File: src/rtl/lpad_lanes.sv
// Four independent lily-pad lanes: per-lane frame counter, wrap-around stepping
// and frog-on-pad collision, packaged for the frog controller and renderer.

module lpad_lane #(
  parameter int SPEED    = 8,
  parameter int DIR      = 0,
  parameter int START    = 0,
  parameter int LANE_Y   = 80,
  parameter int PAD_W    = 120,
  parameter int STEP     = 20,
  parameter int SCREEN_W = 640
) (
  input  logic        frame_clk,
  input  logic        Reset_n,
  input  logic        i_active,
  input  logic        i_restart,
  input  logic [10:0] i_frog_x,
  input  logic [10:0] i_frog_y,
  output logic [10:0] o_x,
  output logic [5:0]  o_cnt,
  output logic        o_step,
  output logic        o_coll
);
  localparam logic [10:0] L_START = 11'(START);
  localparam logic [5:0]  L_LAST  = 6'((SPEED > 0) ? SPEED - 1 : 0);

  logic [10:0] r_x;
  logic [5:0]  r_cnt;
  logic        r_step;
  logic [10:0] w_x_next;
  logic [11:0] w_d;

  // Modulo-screen step; the pad never leaves 0..SCREEN_W-1.
  always_comb begin
    if (DIR != 0)
      w_x_next = (r_x >= 11'(SCREEN_W - STEP)) ? r_x + 11'(STEP) - 11'(SCREEN_W)
                                                : r_x + 11'(STEP);
    else
      w_x_next = (r_x < 11'(STEP)) ? r_x + 11'(SCREEN_W - STEP)
                                    : r_x - 11'(STEP);
  end

  always_ff @(posedge frame_clk or negedge Reset_n) begin
    if (!Reset_n) begin
      r_x    <= L_START;
      r_cnt  <= '0;
      r_step <= 1'b0;
    end else if (i_restart) begin
      r_x    <= L_START;
      r_cnt  <= '0;
      r_step <= 1'b0;
    end else if (!i_active || SPEED == 0) begin
      r_step <= 1'b0;
    end else if (r_cnt == L_LAST) begin
      r_cnt  <= '0;
      r_x    <= w_x_next;
      r_step <= 1'b1;
    end else begin
      r_cnt  <= r_cnt + 6'd1;
      r_step <= 1'b0;
    end
  end

  // Distance from pad left edge to frog, wrapped so a pad straddling x=0 still hits.
  always_comb begin
    if (i_frog_x >= r_x) w_d = {1'b0, i_frog_x} - {1'b0, r_x};
    else                 w_d = {1'b0, i_frog_x} + 12'(SCREEN_W) - {1'b0, r_x};
  end

  assign o_coll = (i_frog_y == 11'(LANE_Y)) && (i_frog_x < 11'(SCREEN_W)) &&
                  (w_d <= 12'(PAD_W - 40));
  assign o_x    = r_x;
  assign o_cnt  = r_cnt;
  assign o_step = r_step;
endmodule

module lpad_lanes #(
  parameter int SPEED0 = 8,   parameter int SPEED1 = 12,
  parameter int SPEED2 = 6,   parameter int SPEED3 = 10,
  parameter int DIR0   = 0,   parameter int DIR1   = 1,
  parameter int DIR2   = 0,   parameter int DIR3   = 1,
  parameter int START0 = 0,   parameter int START1 = 200,
  parameter int START2 = 400, parameter int START3 = 100,
  parameter int LANE_Y0 = 80,  parameter int LANE_Y1 = 120,
  parameter int LANE_Y2 = 160, parameter int LANE_Y3 = 200,
  parameter int PAD_W    = 120,
  parameter int STEP     = 20,
  parameter int SCREEN_W = 640
) (
  input  logic        frame_clk,
  input  logic        Reset_n,
  input  logic        active,
  input  logic        restart,
  input  logic [10:0] FrogX,
  input  logic [10:0] FrogY,
  output logic [10:0] LPad_X [0:3],
  output logic [5:0]  LPad_Speed [0:3],
  output logic [5:0]  LPad_Remainder_Count [3:0],
  output logic        LPad_Direction [0:3],
  output logic [3:0]  LPad_Step,
  output logic [3:0]  LPad_Collision
);
  localparam int NUM_LANES = 4;
  localparam int SPD [NUM_LANES] = '{SPEED0, SPEED1, SPEED2, SPEED3};
  localparam int DRN [NUM_LANES] = '{DIR0, DIR1, DIR2, DIR3};
  localparam int STX [NUM_LANES] = '{START0, START1, START2, START3};
  localparam int LNY [NUM_LANES] = '{LANE_Y0, LANE_Y1, LANE_Y2, LANE_Y3};

  for (genvar i = 0; i < NUM_LANES; i++) begin : g_lane
    lpad_lane #(
      .SPEED(SPD[i]), .DIR(DRN[i]), .START(STX[i]), .LANE_Y(LNY[i]),
      .PAD_W(PAD_W), .STEP(STEP), .SCREEN_W(SCREEN_W)
    ) u_lane (
      .frame_clk(frame_clk),
      .Reset_n  (Reset_n),
      .i_active (active),
      .i_restart(restart),
      .i_frog_x (FrogX),
      .i_frog_y (FrogY),
      .o_x      (LPad_X[i]),
      .o_cnt    (LPad_Remainder_Count[i]),
      .o_step   (LPad_Step[i]),
      .o_coll   (LPad_Collision[i])
    );
    assign LPad_Speed[i]     = 6'(SPD[i]);
    assign LPad_Direction[i] = (DRN[i] != 0);
  end
endmodule

File: config.mk
export PLATFORM = sky130hd
export DESIGN_NAME = lpad_lanes
export DESIGN_NICKNAME = d
export VERILOG_FILES = /design/src/rtl/lpad_lanes.sv
export SDC_FILE = /design/constraint.sdc
export NUM_CORES = 1
export LEC_CHECK = 0
export CAP_MARGIN = 20
export CORE_ASPECT_RATIO = 1.25
export CORE_UTILIZATION = 52
export DETAILED_ROUTE_END_ITERATION = 10
export PLACE_DENSITY = 0.89
export SLEW_MARGIN = 0
export SYNTH_ARGS = -nofsm -noshare
export SYNTH_HDL_FRONTEND = slang
export SYNTH_SLANG_ARGS = --single-unit
File: constraint.sdc
create_clock -name frame_clk -period 5.3 [get_ports frame_clk]
set_clock_uncertainty 0.2 [all_clocks]
set_input_delay 1.06 -clock frame_clk [delete_from_list [all_inputs] [get_ports frame_clk]]
set_output_delay 1.06 -clock frame_clk [all_outputs]
set_load 0.03 [all_outputs]
=== Word level (Yosys, flattened, before mapping) ===
Cells that the tools add are included.

* Magnitude comparators: 13
* Eq/ne operators: 8
* Multiplexer cells: 44
* $add $sub $neg: 21
* Reduce and logical (&&, ||, !) cells: 17

{| class="wikitable"
|+ Operators with widths
! operator !! count
|-
| $mux 11 || 16
|-
| $mux 6 || 12
|-
| $le 12x7->1 const B || 4
|-
| $mux 12 || 4
|-
| $sub 11x11->12 || 4
|-
| $sub 12x11->12 || 4
|-
| $ge 11x11->1 || 4
|-
| $add 6x1->6 const B || 4
|-
| $add 11x10->11 const B || 2
|-
| $add 11x5->11 const B || 2
|-
| $eq 11x7->1 const B || 2
|-
| $eq 11x8->1 const B || 2
|-
| $ge 11x10->1 const B || 2
|-
| $lt 11x5->1 const B || 2
|-
| $sub 11x10->11 const B || 2
|-
| $sub 11x5->11 const B || 2
|-
| $add 11x10->12 const B || 1
|-
| $eq 6x3->1 const B || 2
|-
| $eq 6x4->1 const B || 2
|-
| $mux 1 || 12
|-
| $lt 11x10->1 const B || 1
|-
| $reduce_bool 2->1 || 5
|-
| $logic_and 1x1->1 || 8
|-
| $reduce_and 2->1 || 4
|}

* Input port bits: 26
* Bits in registers: 72
* Logic and storage cells: 115
* Output and inout port bits: 104

=== Logic depth before layout (Yosys ltp) ===
* Depth after elaboration: 6
* Gate-level depth with buffers: 12
* Depth with buffers taken out: 11

=== By module ===
From an unflattened synthesis, not the netlist that was laid out.

* Cells, all modules: 1105
* Area total of the unflattened synthesis: 8911.0 µm²

{| class="wikitable"
|+ By module, submodules not included
! module !! cells an instance !! instances !! area each (µm²)
|-
| lpad_lane (g_lane[1].u_lane) || 285 || 1 || 2284.7
|-
| lpad_lane (g_lane[3].u_lane) || 273 || 1 || 2190.9
|-
| lpad_lane (g_lane[0].u_lane) || 257 || 1 || 2128.3
|-
| lpad_lane (g_lane[2].u_lane) || 260 || 1 || 2089.5
|-
| lpad_lanes || 30 || 1 || 217.7
|}

=== Least setup slack after synthesis ===
No wires, ideal clock.

* Path kind: input to output
* From: in FrogX[7]
* To: out LPad_Collision[0]
* Required time: 4040 ps
* Stages: 11
* Path buffers: 1
* Path slack: 611 ps
* Arrival: 3429 ps
* Cell sequence: ha_1 -> xnor2_1 -> ha_1 -> or2_2 -> a21oi_1 -> a31oi_1 -> xor2_1 -> or4_1 -> o21ai_0 -> o2111a_1 -> buf_4

* Longest elaborated chain between the ends: 5
* Elaborated cells on any way between the ends: 9
* Classes of those cells: add/sub (3); order compare (3); mux (1); reduce/logical (2)

{| class="wikitable"
|+ Ends and longest elaborated chain
! what !! RTL line !! text
|-
| start: declaration || 94 || <nowiki>input logic [10:0] FrogX,</nowiki>
|-
| $add 11x10->12 || 67 || <nowiki>else w_d = {1'b0, i_frog_x} + 12'(SCREEN_W) - {1'b0, r_x};</nowiki>
|-
| $sub 12x11->12 || 67 ||
|-
| $mux 12 || 66 || <nowiki>if (i_frog_x >= r_x) w_d = {1'b0, i_frog_x} - {1'b0, r_x};</nowiki>
|-
| $le 12x7->1 || 71 || <nowiki>(w_d <= 12'(PAD_W - 40));</nowiki>
|-
| $logic_and 1x1->1 * || 70 || <nowiki>assign o_coll = (i_frog_y == 11'(LANE_Y)) && (i_frog_x < 11'(SCREEN_W)) &&</nowiki>
|-
| end: declaration || 101 || <nowiki>output logic [3:0] LPad_Collision</nowiki>
|}

Mark *: on every way between the ends. The rest lies on a longest branch, timed or not.

=== Final worst setup path ===
* From: in FrogX[7]
* To: out LPad_Collision[1]

The elaborated chain is that of the path after synthesis.

==> impl_results.html <==
<table>
<tr><th>Metric</th><th>Value</th></tr>
<tr><th colspan="2">Run</th></tr>
<tr><td>Max-cap viol count</td><td>0</td></tr>
<tr><th colspan="2">Synthesis</th></tr>
<tr><td>Number of enable flip-flop cells after synthesis</td><td>0</td></tr>
<tr><td>Synthesized area divided by synthesized cell count</td><td>8.15 µm²</td></tr>
<tr><td>Synth Flop Type</td><td>sky130_fd_sc_hd__dfrtp_1</td></tr>
<tr><td>Fraction of post-synthesis cell area in the top cell type by area</td><td>between 20% and 30%</td></tr>
<tr><td>Post-synthesis share of cell area spent on full adders, half adders and majority gates</td><td>14.4%</td></tr>
<tr><td>Warnings, synthesis</td><td>0</td></tr>
<tr><td>Share of synthesized cell area in and, or, nand and nor gates</td><td>21.7%</td></tr>
<tr><td>Library cell occupying the most area in the post-synthesis netlist</td><td>sky130_fd_sc_hd__dfrtp_1</td></tr>
<tr><td>Synth Area in Compound Gates</td><td>~17%</td></tr>
<tr><td>Async SR Flop Fraction</td><td>100%</td></tr>
<tr><td>Post-synthesis mux area share</td><td>1.78%</td></tr>
<tr><td>Gate Count Post-Synth</td><td>716</td></tr>
<tr><td>Seq cells post-synth</td><td>64</td></tr>
<tr><td>Count of different cell masters after synthesis</td><td>between 60 and 70</td></tr>
<tr><td>Xor/xnor cell area share of the yosys netlist</td><td>under 10%</td></tr>
<tr><td>Sequential cell area fraction in the yosys report</td><td>27.6%</td></tr>
<tr><td>Main combinational cell family by area after synthesis</td><td>simple AND/OR/NAND/NOR gates</td></tr>
<tr><td>Mapped Area</td><td>~5800 µm²</td></tr>
<tr><td>Largest cells by area after synthesis</td><td>sky130_fd_sc_hd__dfrtp_1 (24%), sky130_fd_sc_hd__ha_1 (14%), sky130_fd_sc_hd__buf_4 (5.7%), sky130_fd_sc_hd__a21oi_1 (5.1%), sky130_fd_sc_hd__nor2_1 (4.8%)</td></tr>
<tr><th colspan="2">Routing</th></tr>
<tr><td>Via Count</td><td>around 5500</td></tr>
<tr><td>Final routed wirelength across all metal layers</td><td>15300 µm</td></tr>
<tr><td>WL/cell</td><td>16.1 µm</td></tr>
<tr><td>Pre-antenna DRT Iters</td><td>7</td></tr>
<tr><td>Remaining design rule violation count</td><td>0</td></tr>
<tr><td>Number of DRC markers in iteration 0</td><td>310</td></tr>
<tr><td>Residual antenna-violating net count after detailed routing</td><td>0</td></tr>
<tr><td>Routed vias/inst</td><td>a little under 6</td></tr>
<tr><th colspan="2">Worst setup path</th></tr>
<tr><td>Worst reg-to-reg path cell count</td><td>8</td></tr>
<tr><td>Cell-by-cell trace of the critical path</td><td>clkdlybuf4s50_1 -&gt; ha_2 -&gt; xnor2_1 -&gt; buf_4 -&gt; buf_4 -&gt; ha_1 -&gt; or4_1 -&gt; a311oi_2 -&gt; o21bai_1 -&gt; a221oi_2 -&gt; buf_4</td></tr>
<tr><td>Slowest stage delay, CP</td><td>~550 ps</td></tr>
<tr><td>Launching element type of the critical path</td><td>input pin</td></tr>
<tr><td>Cell family with most CP delay</td><td>buffers and inverters</td></tr>
<tr><td>Worst path bufs/invs</td><td>4</td></tr>
<tr><td>Most frequent cell on the critical path</td><td>sky130_fd_sc_hd__buf_4</td></tr>
<tr><td>CP Capture Type</td><td>output pin</td></tr>
<tr><td>Kind of critical path</td><td>in -&gt; out</td></tr>
<tr><td>Register-to-Register Setup Slack</td><td>roughly 2700 ps</td></tr>
<tr><td>Destination of the worst register-to-register timing path</td><td>g_lane[3].u_lane.o_x[9]</td></tr>
<tr><td>Library cell contributing the largest single delay on the critical path</td><td>sky130_fd_sc_hd__or4_1</td></tr>
<tr><td>Maximum net fanout on the critical path</td><td>3</td></tr>
<tr><td>Worst path arrival time</td><td>around 4000 ps</td></tr>
<tr><td>Required time at the endpoint of the critical path</td><td>4040 ps</td></tr>
<tr><td>Crit Reg-Reg Startpoint</td><td>g_lane[3].u_lane.o_x[3]</td></tr>
<tr><th colspan="2">Place</th></tr>
<tr><td>Number of I/O port buffers</td><td>93</td></tr>
<tr><td>Placed cell area</td><td>6810 µm²</td></tr>
<tr><td>Routability-driven placement congestion ratio</td><td>0.906</td></tr>
<tr><td>DP HPWL</td><td>approximately 11000 µm</td></tr>
<tr><th colspan="2">GRT</th></tr>
<tr><td>Vias in the first global route</td><td>around 5100</td></tr>
<tr><td>Congestion Overflow GR</td><td>0</td></tr>
<tr><td>Total Routing Usage GR</td><td>25.7%</td></tr>
<tr><td>Number of antenna violations at the first check in global routing</td><td>0</td></tr>
<tr><td>Wire length of the first global-routing pass</td><td>about 24000 µm</td></tr>
<tr><td>Pin count of the biggest net entering global routing</td><td>57</td></tr>
<tr><th colspan="2">Timing</th></tr>
<tr><td>Post-route worst hold slack</td><td>348 ps</td></tr>
<tr><td>Count of endpoints failing setup in the final report</td><td>0</td></tr>
<tr><td>Upper clock frequency limit</td><td>approximately 190 MHz</td></tr>
<tr><td>Final count of pins violating max slew</td><td>0</td></tr>
<tr><td>Final worst path period share</td><td>between 90% and 100%</td></tr>
<tr><td>Worst-margin pin slew</td><td>832 ps</td></tr>
<tr><td>Number of endpoints with negative hold slack in the final report</td><td>0</td></tr>
<tr><td>Fin crit period</td><td>5280 ps</td></tr>
<tr><td>Worst slew margin relative to its limit</td><td>43.1%</td></tr>
<tr><th colspan="2">Hold path</th></tr>
<tr><td>Worst hold stages</td><td>2</td></tr>
<tr><td>Worst Hold Endpoint</td><td>g_lane[2].u_lane.o_x[4]</td></tr>
<tr><td>Startpoint of the tightest hold check path</td><td>g_lane[2].u_lane.o_x[4]</td></tr>
<tr><td>Worst hold-check path type</td><td>reg -&gt; reg</td></tr>
<tr><th colspan="2">Pwr</th></tr>
<tr><td>Leakage</td><td>just over 3 nW</td></tr>
<tr><td>Max IR drop VDD</td><td>around 180 µV</td></tr>
<tr><td>Pwr dens</td><td>around 200 nW/µm²</td></tr>
<tr><td>Total power of the final layout</td><td>between 1 and 1.5 mW</td></tr>
<tr><th colspan="2">Clocking</th></tr>
<tr><td>Sink Count</td><td>64</td></tr>
<tr><td>CTS buffer count</td><td>9</td></tr>
<tr><td>Post-CTS Repair Setup Buffers</td><td>0</td></tr>
<tr><td>Post-CTS Hold Buffers</td><td>0</td></tr>
<tr><td>Insertion delay of the later-clocked pin in the worst-skew pair</td><td>between 300 and 400 ps</td></tr>
<tr><td>Clock tree from TritonCTS</td><td>built</td></tr>
<tr><td>Clock tree buffer depth</td><td>2</td></tr>
<tr><td>Master cell of the clock root buffer</td><td>sky130_fd_sc_hd__clkbuf_16</td></tr>
<tr><td>Clk slew on worst S/H paths</td><td>~50 ps</td></tr>
<tr><td>H-tree level count</td><td>3</td></tr>
<tr><th colspan="2">Cells and area</th></tr>
<tr><td>Post-layout net count</td><td>between 900 and 1000</td></tr>
<tr><td>Final standard cell utilization of the core</td><td>between 60 and 70%</td></tr>
<tr><td>Area added between synthesis and finish</td><td>24.1%</td></tr>
<tr><td>Inserted Diodes</td><td>0</td></tr>
<tr><td>Post-route design area</td><td>~7200 µm²</td></tr>
<tr><td>Layout cells sized above 1</td><td>between 9 and 10%</td></tr>
<tr><th colspan="2">Floorplan</th></tr>
<tr><td>Count of pins on the block boundary</td><td>130</td></tr>
<tr><td>Placeable core region</td><td>about 11000 µm²</td></tr>
<tr><td>Die footprint</td><td>around 12000 µm²</td></tr>
<tr><td>Die Y-Extent</td><td>about 120 µm</td></tr>
<tr><td>Horizontal die dimension</td><td>96.8 µm</td></tr>
<tr><td>Rows</td><td>42</td></tr>
<tr><td>Starting density of the core</td><td>between 50% and 60%</td></tr>
<tr><th colspan="2">Run status</th></tr>
<tr><td>Outcome</td><td>completed</td></tr>
</table>
power breakdown:
group          switching [mW]  total (mW)  internal [mW]
Clock                   0.205       0.620          0.414
Combinational           0.191       0.311          0.120
Sequential            0.00886       0.505          0.496
Total                   0.405        1.44           1.03
Yosys cell counts, drive strengths merged (7+ instances only):
cell type,count
o211ai,9
a31oi,8
nor3,37
dfstp,9
a21oi,61
nand3,17
buf,46
nand2,50
nand4,14
or3,21
xor2,23
and2,9
inv,45
xnor2,28
o21ai,45
mux2i,7
dfrtp,55
nor2,75
ha,67
nor4,7
clkbuf,12
through the flow:
step,setup slack (ps),instances,TNS [ps]
2_1_floorplan,611,750,0
3_3_place_gp,48.4,937,0
3_5_place_dp,-9.55,937,-9.55
4_1_cts,3.55,953,0
5_1_grt,-90.3,953,-163
6_report,22.3,953,0
per-layer routing:
| layer | GRT usage, % | share of wire, % | up-vias |
|---|---|---|---|
| met3 | 4.51 | 5.3 | 41 |
| li1 | - | - | 2683 |
| met5 | 0 | 0 | - |
| met1 | 31.1 | 42 | 2575 |
| met4 | 13.0 | 3.7 | 0 |
| met2 | 43.8 | 49 | 213 |
worst min-delay path, stage by stage (launching register included):
cell	delay, ps
sky130_fd_sc_hd__dfstp_2	380
sky130_fd_sc_hd__o21ai_0	70
sky130_fd_sc_hd__nand3_1	90
cell usage in the layout, fill, tap and decap left out, drive strengths merged, types with 26 or more instances in the layout:
cell and count:
a21oi 61, buf 26, clkdlybuf4s50 83, conb 36
dfrtp 55, ha 67, inv 45, nand2 50
nor2 75, nor3 37, o21ai 45, xnor2 28
worst max-delay path by stage:
stage,start,endpoint,cells past startpoint
3_3_place_gp,FrogX[2],LPad_Collision[1],11
3_5_place_dp,FrogX[7],LPad_Collision[1],12
2_1_floorplan,FrogX[7],LPad_Collision[0],11
4_1_cts,FrogX[2],LPad_Collision[1],11
5_1_grt,FrogX[7],LPad_Collision[2],13
6_report,FrogX[7],LPad_Collision[1],11
area by class of cell:
cell class,count,area (µm²)
clock buffer,14,284
clock inverter,2,35.0
sequential,64,1610
fill,830,3530
inverter,47,176
multi-input combinational,581,3900
timing repair buffer,113,1070
tap,132,165
state kept, by name, summed over array words and instances (netlist names):
| signal | flops |
|---|---|
| g_lane.u_lane.o_cnt | 24 |
| g_lane.u_lane.o_x | 36 |
| g_lane.u_lane.o_step | 4 |
cells by family after synthesis:
| logic type | after synthesis |
|---|---|
| buffers and inverters | 105 |
| AND/OR/NAND/NOR | 256 |
| multiplexers | 10 |
| XOR/XNOR | 51 |
| other | 2 |
| adder cells (fa/ha/maj) | 67 |
| flip-flops | 64 |
| AO/OA/AOI/OAI | 161 |
what timing repair did:
item | 4_1_cts | 5_1_grt
endpoints found under the setup margin | 1 | 4
gates resized for setup | 0 | 20
pin swaps | 1 | 4
endpoints found under the hold margin | 0 | 0
No activity file was read; power rests on OpenSTA's default activity.
